<file path="src/rtl/uart_rx_fifo_if.sv">
// Receive-side bus of the UART front-end: serial pin, pop/clear controls and FIFO status.
// The master modport is the consumer (peripheral register / bench), the slave modport is the receiver.
interface uart_rx_fifo_if #(
  parameter int FIFO_DEPTH = 8
);
  localparam int CNT_W = $clog2(FIFO_DEPTH) + 1;

  logic             rx;
  logic             rd_en;
  logic             clr_err;
  logic [7:0]       rd_data;
  logic             empty;
  logic             full;
  logic [CNT_W-1:0] count;
  logic             overrun;
  logic             frame_err;
  logic             rx_busy;

  modport master (
    output rx, rd_en, clr_err,
    input  rd_data, empty, full, count, overrun, frame_err, rx_busy
  );

  modport slave (
    input  rx, rd_en, clr_err,
    output rd_data, empty, full, count, overrun, frame_err, rx_busy
  );
endinterface

</file>
<file path="src/rtl/uart_rx_fifo.sv">
// 8N1 UART receiver with a show-ahead byte FIFO and sticky overrun/framing-error flags.
// Bits are sampled mid-bit, timed from the half-bit start-bit check.
module uart_rx_fifo #(
  parameter int CLKS_PER_BIT = 434,
  parameter int FIFO_DEPTH   = 8
) (
  input  logic           clk,
  input  logic           rst,
  uart_rx_fifo_if.slave  bus
);
  localparam int AW = $clog2(FIFO_DEPTH);
  localparam int PW = AW + 1;
  localparam int CW = $clog2(CLKS_PER_BIT);
  localparam logic [CW-1:0] HALF_M1 = CW'(CLKS_PER_BIT / 2 - 1);
  localparam logic [CW-1:0] LAST    = CW'(CLKS_PER_BIT - 1);

  typedef enum logic [2:0] {
    S_IDLE, S_START, S_DATA, S_STOP, S_BREAK
  } state_e;

  state_e        state_q, state_d;
  logic [CW-1:0] cnt_q, cnt_d;
  logic [2:0]    bit_q, bit_d;
  logic [7:0]    shift_q, shift_d;
  logic          rx_meta_q, rx_s_q;

  logic [PW-1:0] wr_ptr_q, wr_ptr_d;
  logic [PW-1:0] rd_ptr_q, rd_ptr_d;
  logic [PW-1:0] count_q, count_d;
  logic          empty_q, empty_d;
  logic          full_q, full_d;
  logic          ovr_q, ovr_d;
  logic          ferr_q, ferr_d;
  logic          busy_q, busy_d;
  logic [7:0]    mem_q [FIFO_DEPTH];

  logic          stop_done, pop, push, set_ovr, set_ferr;

  // Both synchroniser flops reset high so reset never looks like a start bit.
  always_ff @(posedge clk or posedge rst) begin
    if (rst) begin
      rx_meta_q <= 1'b1;
      rx_s_q    <= 1'b1;
    end else begin
      rx_meta_q <= bus.rx;
      rx_s_q    <= rx_meta_q;
    end
  end

  always_ff @(posedge clk or posedge rst) begin
    if (rst) begin
      state_q  <= S_IDLE;
      cnt_q    <= '0;
      bit_q    <= '0;
      shift_q  <= '0;
      wr_ptr_q <= '0;
      rd_ptr_q <= '0;
      count_q  <= '0;
      empty_q  <= 1'b1;
      full_q   <= 1'b0;
      ovr_q    <= 1'b0;
      ferr_q   <= 1'b0;
      busy_q   <= 1'b0;
    end else begin
      state_q  <= state_d;
      cnt_q    <= cnt_d;
      bit_q    <= bit_d;
      shift_q  <= shift_d;
      wr_ptr_q <= wr_ptr_d;
      rd_ptr_q <= rd_ptr_d;
      count_q  <= count_d;
      empty_q  <= empty_d;
      full_q   <= full_d;
      ovr_q    <= ovr_d;
      ferr_q   <= ferr_d;
      busy_q   <= busy_d;
    end
  end

  always_ff @(posedge clk) begin
    if (push) mem_q[wr_ptr_q[AW-1:0]] <= shift_q;
  end

  always_comb begin
    state_d = state_q;
    cnt_d   = cnt_q + 1'b1;
    bit_d   = bit_q;
    shift_d = shift_q;
    case (state_q)
      S_IDLE: begin
        cnt_d = '0;
        if (!rx_s_q) state_d = S_START;
      end
      S_START: begin
        if (cnt_q == HALF_M1) begin
          cnt_d   = '0;
          bit_d   = '0;
          state_d = rx_s_q ? S_IDLE : S_DATA;
        end
      end
      S_DATA: begin
        if (cnt_q == LAST) begin
          cnt_d   = '0;
          shift_d = {rx_s_q, shift_q[7:1]};
          bit_d   = bit_q + 3'd1;
          if (bit_q == 3'd7) state_d = S_STOP;
        end
      end
      S_STOP: begin
        if (cnt_q == LAST) begin
          cnt_d   = '0;
          state_d = rx_s_q ? S_IDLE : S_BREAK;
        end
      end
      S_BREAK: begin
        cnt_d = '0;
        if (rx_s_q) state_d = S_IDLE;
      end
      default: begin
        cnt_d   = '0;
        state_d = S_IDLE;
      end
    endcase
  end

  // A pop in the same cycle frees the slot, so a full FIFO can still accept the byte.
  always_comb begin
    stop_done = (state_q == S_STOP) && (cnt_q == LAST);
    pop       = bus.rd_en && !empty_q;
    push      = stop_done && rx_s_q && (!full_q || pop);
    set_ovr   = stop_done && rx_s_q && full_q && !pop;
    set_ferr  = stop_done && !rx_s_q;

    wr_ptr_d  = push ? wr_ptr_q + 1'b1 : wr_ptr_q;
    rd_ptr_d  = pop  ? rd_ptr_q + 1'b1 : rd_ptr_q;
    count_d   = wr_ptr_d - rd_ptr_d;
    empty_d   = (wr_ptr_d == rd_ptr_d);
    full_d    = (wr_ptr_d[AW-1:0] == rd_ptr_d[AW-1:0]) && (wr_ptr_d[AW] != rd_ptr_d[AW]);

    ovr_d     = set_ovr  || (ovr_q  && !bus.clr_err);
    ferr_d    = set_ferr || (ferr_q && !bus.clr_err);
    busy_d    = (state_d != S_IDLE);
  end

  assign bus.rd_data   = empty_q ? 8'h00 : mem_q[rd_ptr_q[AW-1:0]];
  assign bus.empty     = empty_q;
  assign bus.full      = full_q;
  assign bus.count     = count_q;
  assign bus.overrun   = ovr_q;
  assign bus.frame_err = ferr_q;
  assign bus.rx_busy   = busy_q;
endmodule
</file>
<file path="src/flat_wrapper.sv">
// flat-port wrapper written by rule: the top's interface ports become plain ports
module uart_rx_fifo_flat 
#(
  parameter int CLKS_PER_BIT = 434,
  parameter int FIFO_DEPTH   = 8
)
  (clk, rst, bus_rx, bus_rd_en, bus_clr_err, bus_rd_data, bus_empty, bus_full, bus_count, bus_overrun, bus_frame_err, bus_rx_busy);
  uart_rx_fifo_if #(.FIFO_DEPTH(FIFO_DEPTH)) bus_i ();
  input  logic clk;
  input  logic rst;
  input wire logic [$bits(bus_i.rx)-1:0] bus_rx;
  input wire logic [$bits(bus_i.rd_en)-1:0] bus_rd_en;
  input wire logic [$bits(bus_i.clr_err)-1:0] bus_clr_err;
  output wire logic [$bits(bus_i.rd_data)-1:0] bus_rd_data;
  output wire logic [$bits(bus_i.empty)-1:0] bus_empty;
  output wire logic [$bits(bus_i.full)-1:0] bus_full;
  output wire logic [$bits(bus_i.count)-1:0] bus_count;
  output wire logic [$bits(bus_i.overrun)-1:0] bus_overrun;
  output wire logic [$bits(bus_i.frame_err)-1:0] bus_frame_err;
  output wire logic [$bits(bus_i.rx_busy)-1:0] bus_rx_busy;
  assign bus_i.rx = bus_rx;
  assign bus_i.rd_en = bus_rd_en;
  assign bus_i.clr_err = bus_clr_err;
  assign bus_rd_data = bus_i.rd_data;
  assign bus_empty = bus_i.empty;
  assign bus_full = bus_i.full;
  assign bus_count = bus_i.count;
  assign bus_overrun = bus_i.overrun;
  assign bus_frame_err = bus_i.frame_err;
  assign bus_rx_busy = bus_i.rx_busy;
  uart_rx_fifo #(.CLKS_PER_BIT(CLKS_PER_BIT), .FIFO_DEPTH(FIFO_DEPTH)) u_core (.clk(clk), .rst(rst), .bus(bus_i));
endmodule
</file>
<file path="config.mk">
export PLATFORM = sky130hd
export DESIGN_NAME = uart_rx_fifo_flat
export DESIGN_NICKNAME = d
export VERILOG_FILES = /design/src/rtl/uart_rx_fifo_if.sv /design/src/rtl/uart_rx_fifo.sv /design/src/flat_wrapper.sv
export SDC_FILE = /design/constraint.sdc
export NUM_CORES = 1
export LEC_CHECK = 0
export ABC_AREA = 0
export CAP_MARGIN = 0
export CELL_PAD_IN_SITES_DETAIL_PLACEMENT = 2
export CELL_PAD_IN_SITES_GLOBAL_PLACEMENT = 2
export CORE_UTILIZATION = 40
export DETAILED_ROUTE_END_ITERATION = 10
export PLACE_DENSITY = 0.78
export SLEW_MARGIN = 10
export SYNTH_ARGS = -nofsm -noshare
export SYNTH_HDL_FRONTEND = slang
export SYNTH_SLANG_ARGS = --single-unit
</file>
<file path="constraint.sdc">
create_clock -name clk -period 2.7 [get_ports clk]
set_input_delay 0.675 -clock clk [delete_from_list [all_inputs] [get_ports clk]]
set_output_delay 0.675 -clock clk [all_outputs]
set_load 0.02 [all_outputs]
</file>
; Word-level counts from Yosys, hierarchy flattened
; Memory sizes are Yosys's and may differ from the RTL's.
; Index checks and enable logic that the tools add are counted.
[totals]
regBits = 42
inputBits = 5
elab_cells = 76
ram_bits = 64
out_inout_bits = 17
n_memories = 1
[classes]
n_eq_ne = 12
muxes = 20
reduce_logical = 24
n_addsub = 5
[memory_table]
columns = name, depth, word_bits, rd, rd_clocked_by_memory_dff, write_ports, line_no
row1 = u_core.mem_q, 8, 8, 1, 0, 1, uart_rx_fifo.sv:35  ; logic [7:0] mem_q [FIFO_DEPTH];
[op_table]
columns = op, n
row1 = $mux W3, 9
row2 = $mux W9, 2
row3 = $pmux W9 S2, 1
row4 = $pmux W3 S5, 1
row5 = $logic_and A1 B1 Y1, 10
row6 = $add A9 B1 Y9 const B, 1
row7 = $eq A9 B8 Y1 const B, 1
row8 = $eq A9 B9 Y1 const B, 1
row9 = $add A4 B1 Y4 const B, 2
row10 = $mux W4, 2
row11 = $mux W8, 1
row12 = $eq A3 B2 Y1 const B, 2
row13 = $eq A3 B3 Y1 const B, 2
row14 = $pmux W3 S2, 1
row15 = $logic_not A1 Y1, 5
row16 = $eq A4 B4 Y1, 1
row17 = $ne A2 B1 Y1 const B, 2
row18 = $sub A4 B4 Y4, 1
row19 = $add A3 B1 Y3 const B, 1
row20 = $eq A3 B1 Y1 const B, 1
row21 = $eq A3 B3 Y1, 1
row22 = $logic_not A3 Y1, 1
row23 = $logic_or A1 B1 Y1, 3
row24 = $reduce_and A3 Y1, 1
row25 = other kinds (7), 8

; Longest topological paths before layout
[logic_depth]
ltp_word = 7
depth_mapped = 10
depth_no_buf = 10

; Worst setup path after synthesis
; OpenSTA, ideal clock, no wires.
[synth_path]
path_type = input to register
from = input port bus_rd_en
to = memory u_core.mem_q[0][0], enable pin
required_ns = 2.317
setup_time_ns = 0.383
t_arrival_ns = 2.260
n_path_buf = 0
setup_slack_ns = 0.057
path_stages = 4
cell_sequence = nand2b_4 a2111oi_4 or2b_1 nor3_1
[synth_via]
elab_chain_len = 5
[synth_lines]
columns = element, line_no
row1 = "start, declared", flat_wrapper.sv:12  ; input wire logic [$bits(bus_i.rd_en)-1:0] bus_rd_en;
row2 = $logic_and A1 B1 Y1, uart_rx_fifo.sv:129  ; pop = bus.rd_en && !empty_q;
row3 = $logic_or A1 B1 Y1, uart_rx_fifo.sv:130  ; push = stop_done && rx_s_q && (!full_q || pop);
row4 = $logic_and A1 B1 Y1, uart_rx_fifo.sv:130
row5 = $mux W1, uart_rx_fifo.sv:81  ; if (push) mem_q[wr_ptr_q[AW-1:0]] <= shift_q;
row6 = $mux W1 (not written as such), uart_rx_fifo.sv:81
row7 = "end, declared", uart_rx_fifo.sv:35
; No other way between the ends.

; Final worst setup path
[layout_path]
from = register u_core.rd_ptr_q[0]
to = output port bus_rd_data[5]
[layout_via]
elab_chain_len = 2
[layout_lines]
columns = element, line_no
row1 = "start, declared", uart_rx_fifo.sv:28  ; logic [PW-1:0] rd_ptr_q, rd_ptr_d;
row2 = "start signal, assigned", uart_rx_fifo.sv:70  ; rd_ptr_q <= rd_ptr_d;
row3 = $mem_v2 Z8 W8, --
row4 = $mux W8, uart_rx_fifo.sv:145  ; assign bus.rd_data = empty_q ? 8'h00 : mem_q[rd_ptr_q[AW-1:0]];
row5 = "end, declared", flat_wrapper.sv:14  ; output wire logic [$bits(bus_i.rd_data)-1:0] bus_rd_data;
; No other way between the ends.

==> run_results.csv <==
group,metric,value,unit
timing,worst_pin_slew,0.558,ns
critical_path,max_stage_delay,0.50,ns
worst_hold_path,hp-class,"flip-flop to flip-flop",
grt,top_usage_layer,"met2",
synthesis,synth_nets,297,
grt,gr-usage-met1,24.9,%
grt,met3_usage,3.09,%
grt,grt_pass1_wl,16700,um
critical_path,required,2.03,ns
critical_path,path_class,"flip-flop to output pin",
worst_hold_path,min_from,"u_core.rx_meta_q",
route,routed_via_density,5.14,
power,p_int,2920,uW
route,drtIter0Drc,93,
finish,antenna_cells,0,
finish,syn_to_final_growth,18.9,%
synthesis,ys_ff_latch,106,
timing,min_period,2.64,ns
synthesis,ys.flop_type,"edfxtp_1",
status,status,"completed",
finish,fill_cells,1000,
floorplan,die_area,11600,um^2
route,post_drt_wl_per_cell,22.2,um
timing,timing.hold.ws,0.366,ns
placed_design,gp_congestion,0.757,
finish,final_cell_mix,"edfxtp_1, dfrtp_1, nor2_1",
floorplan,start_util,41.2,%
placed_design,io_buffers,21,
power,power_density,795,nW/um^2
clock_tree,path_clk_slew,0.09,ns
grt,grt.overflow.total,0,
finish,layoutNonFillerInstCount,478,
power,irDropWorstVdd,0.366,mV
critical_path,crit_start,"u_core.rd_ptr_q[0]",
floorplan,rows,38,
clock_tree,insertion_delay,0.38,ns
power,p_sw_share,31.1,%
critical_path,critPathLaunchType,"flip-flop",
power,pwr-share-seq,44.3,%
run,maxCapViolations,0,
clock_tree,cts_buffers,9,
timing,max_slew_margin,62.8,%
placed_design,place_inst,459,
critical_path,timing.rr.end,"u_core.bus.count[3]",
grt,grt_pass1_vias,2769,
critical_path,arrival,1.97,ns
timing,fmax,379,MHz
synthesis,synth_edf_count,64,
grt,antenna_found_initial,0,
clock_tree,cts_tree,"built",
finish,seqCellArea,2980,um^2
placed_design,place_area,5060,um^2
route,antenna_left,0,
power,comb_power_share,33.1,%
floorplan,core_area,10900,um^2
route,drt_wl_total,10600,um
timing,hold_violations,0,
grt,grt_max_degree,43,
synthesis,synth_cells,281,
placed_design,hpwl,7640,um
route,via_count,2455,
timing,skew,0.00744,ns
clock_tree,hold_buffers,0,
synthesis,synth.distinct_cells,48,
synthesis,ys_warn_count,0,
timing,setup_viol,0,
timing,min_period_over_period,97.8,%
critical_path,crit_chain,"bufbuf_16, mux4_2, mux2i_1, nor2_1, buf_2",
clock_tree,cts_sinks,106,
finish,stdcell_area,5330,um^2
route,firstDrtPassIters,4,
critical_path,crit_path_end,"bus_rd_data[5]",
finish,final_common_cell,"edfxtp_1",
power,cellLeakagePower,0.00209,uW
synthesis,ys_seq_area_share,66.4,%
grt,grtUsageTotal,20.8,%
clock_tree,cts_buffer_depth,2,
synthesis,synth.avg_cell_area,15.9,um^2
timing,worst_slack,0.0590,ns
placed_design,dp_worst_setup_slack,-0.318,ns
critical_path,critPathSlowestCell,"mux4_2",
finish,fin_nets,349,
floorplan,die_w,108,um
critical_path,path_max_fanout,5,
grt,grtUsageMet2,36.7,%
floorplan,num_io_pins,22,
timing,maxSlewViolCount,0,
clock_tree,htreeDepth,3,
route,drc,0,
critical_path,crit_path_end_kind,"output pin",
worst_hold_path,hold_depth,0,
power,pwr-share-clk,22.6,%
critical_path,reg2reg_from,"u_core.cnt_q[1]",
synthesis,ys_async_sr_fraction,39.6,%
clock_tree,root_buffer,"clkbuf_8",
timing,rsz0062_at_grt,"yes",
critical_path,reg2regPathDepth,9,
power,switchingPower,1320,uW
synthesis,synth_area,4480,um^2
floorplan,die_y,108,um
finish,multi_input_area,1440,um^2
finish,layout-drive-gt1-share,28.7,%
critical_path,regToRegSetupSlack,0.16,ns
-- cells by family (layout without fill, tap and decap cells) --
kind of cell / after synthesis / in the layout / synth area share, %
flops: 106 / 106 / 66.4
simple gates: 72 / 72 / 8.60
mux: 35 / 35 / 12.6
buf+inv: 26 / 83 / 2.57
xor+xnor: 17 / 17 / 3.97
compound gates: 14 / 14 / 2.60
fa+ha+maj: 11 / 11 / 3.24
-- through the flow --
stage | setup TNS (ns) | util [%] | power, uW
after global routing | -0.0163 | 48.9 | 4420
after CTS | -0.0162 | 48.5 | 4220
after floorplan | 0 | - | 2650
final | 0 | 48.9 | 4230
after global placement | -4.39 | 46.5 | 3140
after detailed placement | -9.33 | 46.5 | 3220
-- cells in the mapped netlist, types with 2 or more instances --
cell	number	area share (%)
edfxtp_1	64	43
dfrtp_1	39	22
nor2_1	29	2.4
mux4_2	16	8.0
inv_1	15	1.3
mux2_2	11	2.8
ha_1	10	2.8
nand2_1	9	0.75
mux2i_1	8	1.8
xor2_1	8	1.6
xnor2_1	7	1.4
nand3_1	6	0.67
nor3_1	5	0.56
buf_2	4	0.45
a21oi_1	3	0.34
clkbuf_1	3	0.25
dfstp_2	3	1.8
nand2b_1	3	0.42
a22o_1	2	0.39
and3_2	2	0.34
nand3b_1	2	0.34
nand4_1	2	0.28
nand4b_1	2	0.39
o22ai_1	2	0.28
or3_1	2	0.28
or4_1	2	0.34
-- registers in the layout, indices dropped and copies added, names as in the netlist --
register	cells
u_core.mem_q	64
u_core.cnt_q	9
u_core.shift_q	8
u_core.bus.count	4
u_core.rd_ptr_q	4
u_core.wr_ptr_q	4
u_core.bit_q	3
u_core.state_q	3
u_core.bus.empty	1
u_core.bus.frame_err	1
u_core.bus.full	1
u_core.bus.overrun	1
u_core.bus.rx_busy	1
u_core.rx_meta_q	1
u_core.rx_s_q	1
-- final cells by class --
cell class / count / area share, %
sequential: 106 / 55.9
multi-input combinational: 149 / 27.0
timing repair buffer: 52 / 9.27
tap: 140 / 3.29
clock buffer: 11 / 2.47
inverter: 15 / 1.06
clock inverter: 5 / 1.03
-- power groups by stage --
| stage | Clock (uW) | Combinational [uW] | Sequential (uW) |
|---|---|---|---|
| CTS | 984 | 1360 | 1880 |
| finish | 957 | 1400 | 1880 |
| detailed placement | 0 | 1320 | 1900 |
| global placement | 0 | 1250 | 1900 |
| global route | 1040 | 1500 | 1880 |
| floorplan | 0 | 735 | 1910 |
-- worst min path at each step --
stage / to / slack [ns]
CTS: u_core.rx_s_q / 0.37
detailed placement: u_core.rx_s_q / 0.35
global placement: u_core.rx_s_q / 0.35
floorplan: u_core.rx_s_q / 0.35
finish: u_core.rx_s_q / 0.37
global route: u_core.rx_s_q / 0.37
-- layer usage --
| metal | up-vias | part of all wire, % |
|---|---|---|
| met5 | - | 0 |
| met4 | 0 | 2.4 |
| met3 | 15 | 2.2 |
| met2 | 31 | 54 |
| met1 | 1276 | 42 |
| li1 | 1133 | - |
-- worst max-delay path, delay by kind of cell (launching register included) --
| family | cells | cell delay [ns] |
|---|---|---|
| AND/OR/NAND/NOR | 1 | 0.05 |
| flip-flops | 1 | 0.44 |
| multiplexers | 2 | 0.64 |
| buffers and inverters | 2 | 0.46 |
-- repair_timing --
action,4_1_cts,5_1_grt
cloned,1,0
pin swaps,0,5
resized for setup,32,8
setup buffers,1,2
endpoints found under the setup margin,9,5
endpoints found under the hold margin,0,0
No activity file was read; power rests on OpenSTA's default activity.
